[config.mk]
export PLATFORM = sky130hd
export DESIGN_NAME = sqd_event_logger
export DESIGN_NICKNAME = d
export VERILOG_FILES = /design/src/rtl/sqd_evt_pkg.sv /design/src/rtl/sqd_evt_fifo.sv /design/src/rtl/sqd_event_logger.sv
export SDC_FILE = /design/constraint.sdc
export NUM_CORES = 1
export LEC_CHECK = 0
export CORE_ASPECT_RATIO = 1.2
export CORE_MARGIN = 3
export CORE_UTILIZATION = 45
export DETAILED_ROUTE_END_ITERATION = 12
export PLACE_DENSITY = 0.66
export SETUP_SLACK_MARGIN = 0.4
export SYNTH_ARGS = -nofsm -noshare
export SYNTH_HDL_FRONTEND = slang
export SYNTH_SLANG_ARGS = --single-unit
[constraint.sdc]
create_clock -name CLK -period 2.3 [get_ports CLK]
set_input_delay 0.46 -clock CLK [delete_from_list [all_inputs] [get_ports CLK]]
set_output_delay 0.46 -clock CLK [all_outputs]
set_load 0.02 [all_outputs]
[src/rtl/sqd_evt_pkg.sv]
// Shared types and helpers for the detection event logger.
// Optional drop counter is enabled with SQD_EVT_DROP_CNT_EN (see sqd_event_logger).
package sqd_evt_pkg;

  localparam int DEF_GAP_W = 8;
  localparam int DEF_DEPTH = 4;
  localparam int DEF_TOT_W = 16;

  typedef enum logic {
    S_IDLE = 1'b0,
    S_RUN  = 1'b1
  } evt_state_t;

  typedef struct packed {
    logic                 first;
    logic [DEF_GAP_W-1:0] gap;
  } evt_rec_t;

  // Increment that sticks at max instead of wrapping.
  function automatic logic [31:0] sat_inc(input logic [31:0] v, input logic [31:0] max);
    return (v >= max) ? max : v + 32'd1;
  endfunction

endpackage

[src/rtl/sqd_evt_fifo.sv]
// Show-ahead FIFO of gap records; a push into a full FIFO is accepted only when
// a pop happens on the same edge.
module sqd_evt_fifo #(
  parameter int DEPTH = 4,
  parameter int W     = 9
) (
  input  logic         CLK,
  input  logic         RESET,
  input  logic         push,
  input  logic         pop,
  input  logic [W-1:0] wr_data,
  output logic [W-1:0] rd_data,
  output logic         full,
  output logic         empty,
  output logic         push_ok
);

  localparam int AW = $clog2(DEPTH);

  logic [W-1:0]  mem [DEPTH];
  logic [AW-1:0] wr_ptr, rd_ptr;
  logic [AW:0]   count;
  logic          pop_ok;

  assign empty   = (count == '0);
  assign full    = (count == (AW+1)'(DEPTH));
  assign pop_ok  = pop & ~empty;
  assign push_ok = push & (~full | pop_ok);
  assign rd_data = empty ? '0 : mem[rd_ptr];

  always_ff @(posedge CLK) begin
    if (!RESET) begin
      wr_ptr <= '0;
      rd_ptr <= '0;
      count  <= '0;
    end else begin
      if (push_ok) wr_ptr <= wr_ptr + AW'(1);
      if (pop_ok)  rd_ptr <= rd_ptr + AW'(1);
      case ({push_ok, pop_ok})
        2'b10:   count <= count + (AW+1)'(1);
        2'b01:   count <= count - (AW+1)'(1);
        default: count <= count;
      endcase
    end
  end

  // Storage needs no reset: the read port is masked while empty.
  always_ff @(posedge CLK) begin
    if (push_ok) mem[wr_ptr] <= wr_data;
  end

endmodule

[src/rtl/sqd_event_logger.sv]
// Logs the gap between successive detections into a FIFO, plus total/overflow status.
// Define SQD_EVT_DROP_CNT_EN to add the DROP_CNT saturating drop counter.
//   state  | meaning
//   S_IDLE | no detection since reset; next record is marked FIRST
//   S_RUN  | at least one detection seen
module sqd_event_logger
  import sqd_evt_pkg::*;
#(
  parameter int GAP_W = DEF_GAP_W,
  parameter int DEPTH = DEF_DEPTH,
  parameter int TOT_W = DEF_TOT_W
) (
  input  logic             CLK,
  input  logic             RESET,
  input  logic             Z_IN,
  input  logic             CLR,
  input  logic             EVT_READY,
  output logic             EVT_VALID,
  output logic [GAP_W-1:0] EVT_GAP,
  output logic             EVT_FIRST,
  output logic [TOT_W-1:0] EVT_TOTAL,
  output logic             FIFO_FULL,
`ifdef SQD_EVT_DROP_CNT_EN
  output logic [7:0]       DROP_CNT,
`endif
  output logic             OVERFLOW
);

  localparam logic [31:0] GAP_MAX = (32'd1 << GAP_W) - 32'd1;
  localparam logic [31:0] TOT_MAX = (32'd1 << TOT_W) - 32'd1;

  evt_state_t       state_q, state_d;
  logic [GAP_W-1:0] gap_q, gap_d;
  logic             rec_first;
  logic             empty, push_ok, pop, drop;
  logic [GAP_W:0]   rd_data;

  always_ff @(posedge CLK) begin
    if (!RESET) begin
      state_q <= S_IDLE;
      gap_q   <= '0;
    end else begin
      state_q <= state_d;
      gap_q   <= gap_d;
    end
  end

  always_comb begin
    state_d   = state_q;
    gap_d     = GAP_W'(sat_inc(32'(gap_q), GAP_MAX));
    rec_first = 1'b0;
    case (state_q)
      S_IDLE: if (Z_IN) begin
        rec_first = 1'b1;
        gap_d     = '0;
        state_d   = S_RUN;
      end
      S_RUN: if (Z_IN) begin
        gap_d = '0;
      end
      default: state_d = S_IDLE;
    endcase
  end

  assign pop  = EVT_VALID & EVT_READY;
  assign drop = Z_IN & ~push_ok;

  sqd_evt_fifo #(.DEPTH(DEPTH), .W(GAP_W + 1)) u_fifo (
    .CLK     (CLK),
    .RESET   (RESET),
    .push    (Z_IN),
    .pop     (pop),
    .wr_data ({rec_first, gap_q}),
    .rd_data (rd_data),
    .full    (FIFO_FULL),
    .empty   (empty),
    .push_ok (push_ok)
  );

  assign EVT_VALID = ~empty;
  assign EVT_FIRST = rd_data[GAP_W];
  assign EVT_GAP   = rd_data[GAP_W-1:0];

  // CLR restarts the status from this cycle's activity rather than from zero.
  always_ff @(posedge CLK) begin
    if (!RESET) begin
      EVT_TOTAL <= '0;
      OVERFLOW  <= 1'b0;
    end else if (CLR) begin
      EVT_TOTAL <= TOT_W'(Z_IN);
      OVERFLOW  <= drop;
    end else begin
      if (Z_IN) EVT_TOTAL <= TOT_W'(sat_inc(32'(EVT_TOTAL), TOT_MAX));
      if (drop) OVERFLOW <= 1'b1;
    end
  end

`ifdef SQD_EVT_DROP_CNT_EN
  always_ff @(posedge CLK) begin
    if (!RESET)     DROP_CNT <= '0;
    else if (CLR)   DROP_CNT <= {7'd0, drop};
    else if (drop)  DROP_CNT <= 8'(sat_inc(32'(DROP_CNT), 32'd255));
  end
`endif

endmodule

==> results of run 1 <==
[cell usage in the layout (no fill, tap or decap), types with 2 or more instances in the layout]
master / instances
a21oi_1: 17
a31oi_1: 6
and2_1: 9
and2_4: 9
buf_12: 2
buf_2: 2
buf_4: 14
buf_6: 9
clkbuf_1: 2
clkbuf_8: 9
clkdlybuf4s50_1: 7
clkinv_2: 2
clkinv_4: 2
dfxtp_1: 32
dfxtp_4: 3
dlygate4sd2_1: 7
dlymetal6s2s_1: 7
edfxtp_1: 36
ha_1: 6
inv_1: 8
mux2i_1: 5
mux4_2: 9
nand2_1: 14
nand2b_1: 2
nand3_1: 9
nand4_2: 2
nand4_4: 2
nor2_1: 11
nor2b_1: 4
nor3_1: 7
nor4_1: 2
o21a_1: 2
o21ai_0: 6
o31ai_1: 2
or3_4: 2
or3b_1: 2
or4_1: 2
xnor2_1: 10
xor2_1: 5
[kinds of logic (layout without fill, tap and decap cells)]
family,after synthesis,count (layout),synth area share
AND/OR/NAND/NOR,85,86,0.166
flip-flops,71,71,0.574
AO/OA/AOI/OAI,42,42,0.0826
buffers and inverters,19,73,0.0238
XOR/XNOR,15,15,0.0423
multiplexers,14,14,0.0814
adder cells (fa/ha/maj),7,7,0.0306
[power by group through the flow]
stage | clock network [W] | logic (W) | registers, W
floorplan | 0 | 0.000261 | 0.00143
global placement | 0 | 0.000389 | 0.00143
detailed placement | 0 | 0.000393 | 0.00144
CTS | 0.000867 | 0.000443 | 0.00142
global route | 0.000924 | 0.000485 | 0.00142
finish | 0.000842 | 0.000447 | 0.00142
[repair_timing]
item	CTS	global route
endpoints found under the setup margin	18	19
buffers inserted	2	0
pin swaps	10	4
gates resized for setup	81	15
gates cloned	2	0
[area by class of cell]
class / count / area, um^2 / area share
Clock inverter: 5 / 35.0 / 0.00898
Inverter: 8 / 30.0 / 0.00770
Tap cell: 85 / 106 / 0.0273
Clock buffer: 11 / 131 / 0.0337
Timing Repair Buffer: 49 / 503 / 0.129
Multi-Input combinational cell: 164 / 1300 / 0.334
Sequential cell: 71 / 1790 / 0.460
[final timing paths]
path                             endpoint  slack (ps)  cells after the start
max                            EVT_GAP[1]         210                      4
max reg2reg  u_fifo.count[2]$_SDFFE_PN0P_         500                      6
min                    state_q$_SDFF_PN0_         460                      1
min reg2reg            state_q$_SDFF_PN0_         460                      1
[registers in the layout, indices dropped and copies added (netlist names), named ones only]
| register | flops |
|---|---|
| gap_q | 8 |
| u_fifo.wr_ptr | 2 |
| u_fifo.rd_ptr | 2 |
| EVT_TOTAL | 16 |
| state_q | 1 |
| u_fifo.count | 3 |
| u_fifo.mem | 36 |
| OVERFLOW | 1 |
[stage by stage]
step / util / cell area [um^2]
floorplan: - / 3140
global placement: 0.553 / 3630
detailed placement: 0.553 / 3630
CTS: 0.590 / 3870
global route: 0.594 / 3900
finish: 0.594 / 3900
[metal layers]
| layer | vias to the layer above | part of all wire |
|---|---|---|
| met1 | 1011 | 0.43 |
| met2 | 43 | 0.52 |
| met4 | 0 | 0.016 |
| li1 | 1031 | - |
| met5 | - | 0 |
| met3 | 10 | 0.036 |
[critical path, stage by stage, from the launching register on]
cell and delay [ps]:
dfxtp_4 390, buf_12 130, mux4_2 500, and2_4 150, buf_6 120
==> flow_summary.toml, run 1 <==
[pwr]
p_int_w = 0.00202
finalPower_w = 0.00271
p_seq_frac = 0.523
combPwrFrac = 0.165
power.leakage_nw = 1.53
switchingPower_w = 0.000684
sw_frac_of_total = 0.253
clkPwrFrac = 0.311
max-vdd-ir-drop_uv = 382
powerDensity_nw_per_um2 = 694

[floorplan]
start_util = 0.473
core_area_um2 = 6570
die_area_um2 = 7940
fp.dieH_um = 97
io_pins = 33
die_w_um = 81.8
core.rowCount = 32

[clocking]
cts_buffer_depth = 2
cts_made_buffers = 9
cts_tree = "yes"
cts.reportedPaths.clkPinSlew_ps = 70
cts_root_buffer = "clkbuf_8"
cts_hold_buf = 0
insertion_delay_ps = 330
htreeDepth = 3
clock-sinks = 71

[logic_synthesis]
yosysUniqueCellTypes = 43
ys.flop_type = "edfxtp_1"
synth_area_um2 = 3110
synth.avg_cell_area_um2 = 12.3
synth_top_cell_area_share = 0.348
synthTopCellsByArea = "edfxtp_1, dfxtp_1, mux4_2, and2_1, xnor2_1"
ys_warn_count = 0
synth_async_sr_flop_share = 0
synthCells = 253
synth_common_cells = "edfxtp_1, dfxtp_1, and2_1, a21oi_1, nand2_1"
syn_nets = 265
postSynthRegisterBits = 71
synth_edf_count = 36
yosysMostFrequentCell = "edfxtp_1"
synth_top_area_cell = "edfxtp_1"
ys_seq_area_frac = 0.574

[detailed_routing]
vias = 2095
wirelength_um = 5720
viasPerCell = 5.33
drc = 0
wl_per_cell_um = 14.6
drt_iter0_markers = 101
first_pass_iters = 4
ant_nets = 0

[global_route]
grt_pass1_vias = 2067
use_met3 = 0.0354
grt-busiest-layer = "met2"
grt_usage = 0.161
globalRouteOverflowTotal = 0
grt_pass1_wl_um = 9850
grt_max_degree = 20
grtUsageMet2 = 0.259
grt_antenna_before_repair = 0
gr-usage-met1 = 0.208

[timing]
tns_ps = 0
slew_headroom = 0.742
finalHoldViolations = 0
grt_setup_unrepaired = "yes"
worstMarginPinSlew_ps = 386
period_minus_slack_ps = 2090
whs_ps = 457
setup_violations = 0
final_max_slew_viol_count = 0
clock.fmax_mhz = 478
setup_ws_ps = 209
min_period_over_period = 0.909
skew_ps = 8.57

[layout]
nNetsFinal = 315
drive_gt1_frac = 0.244
n_antenna_cell = 0
n_fill_cell = 570
area_growth_pct = 25.6
stdcell_count = 393

[critical_path]
cp-start-kind = "flip-flop"
crit_type = "flip-flop to output pin"
end_kind = "output pin"
crit_arrival_ps = 1630
r2r-start = "u_fifo.count[1]$_SDFFE_PN0P_"
required_ps = 1840
path_max_fanout = 5

[hold_path]
hp-start = "state_q$_SDFF_PN0_"
hold_class = "flip-flop to flip-flop"

[place]
hpwl_um = 3840
placed_cells = 373
gp_congestion = 0.866
dp_slack_ps = 24.6
place.port_buffers = 32

[run]
maxCapViolCount = 0

[status]
outcome = "finished, final reports clean"
(Power assumes the default switching activity.)
==> run 2, diff against run 1 <==
--- a/config.mk
+++ b/config.mk
@@ -8,9 +8,11 @@
 export CORE_ASPECT_RATIO = 1.2
 export CORE_MARGIN = 3
 export CORE_UTILIZATION = 45
+export CTS_CLUSTER_SIZE = 40
 export DETAILED_ROUTE_END_ITERATION = 12
 export PLACE_DENSITY = 0.66
 export SETUP_SLACK_MARGIN = 0.4
+export SLEW_MARGIN = 0
 export SYNTH_ARGS = -nofsm -noshare
 export SYNTH_HDL_FRONTEND = slang
 export SYNTH_SLANG_ARGS = --single-unit
==> results of run 2 <==
The final DEF is identical to that of run 1; final timing and power are the same.
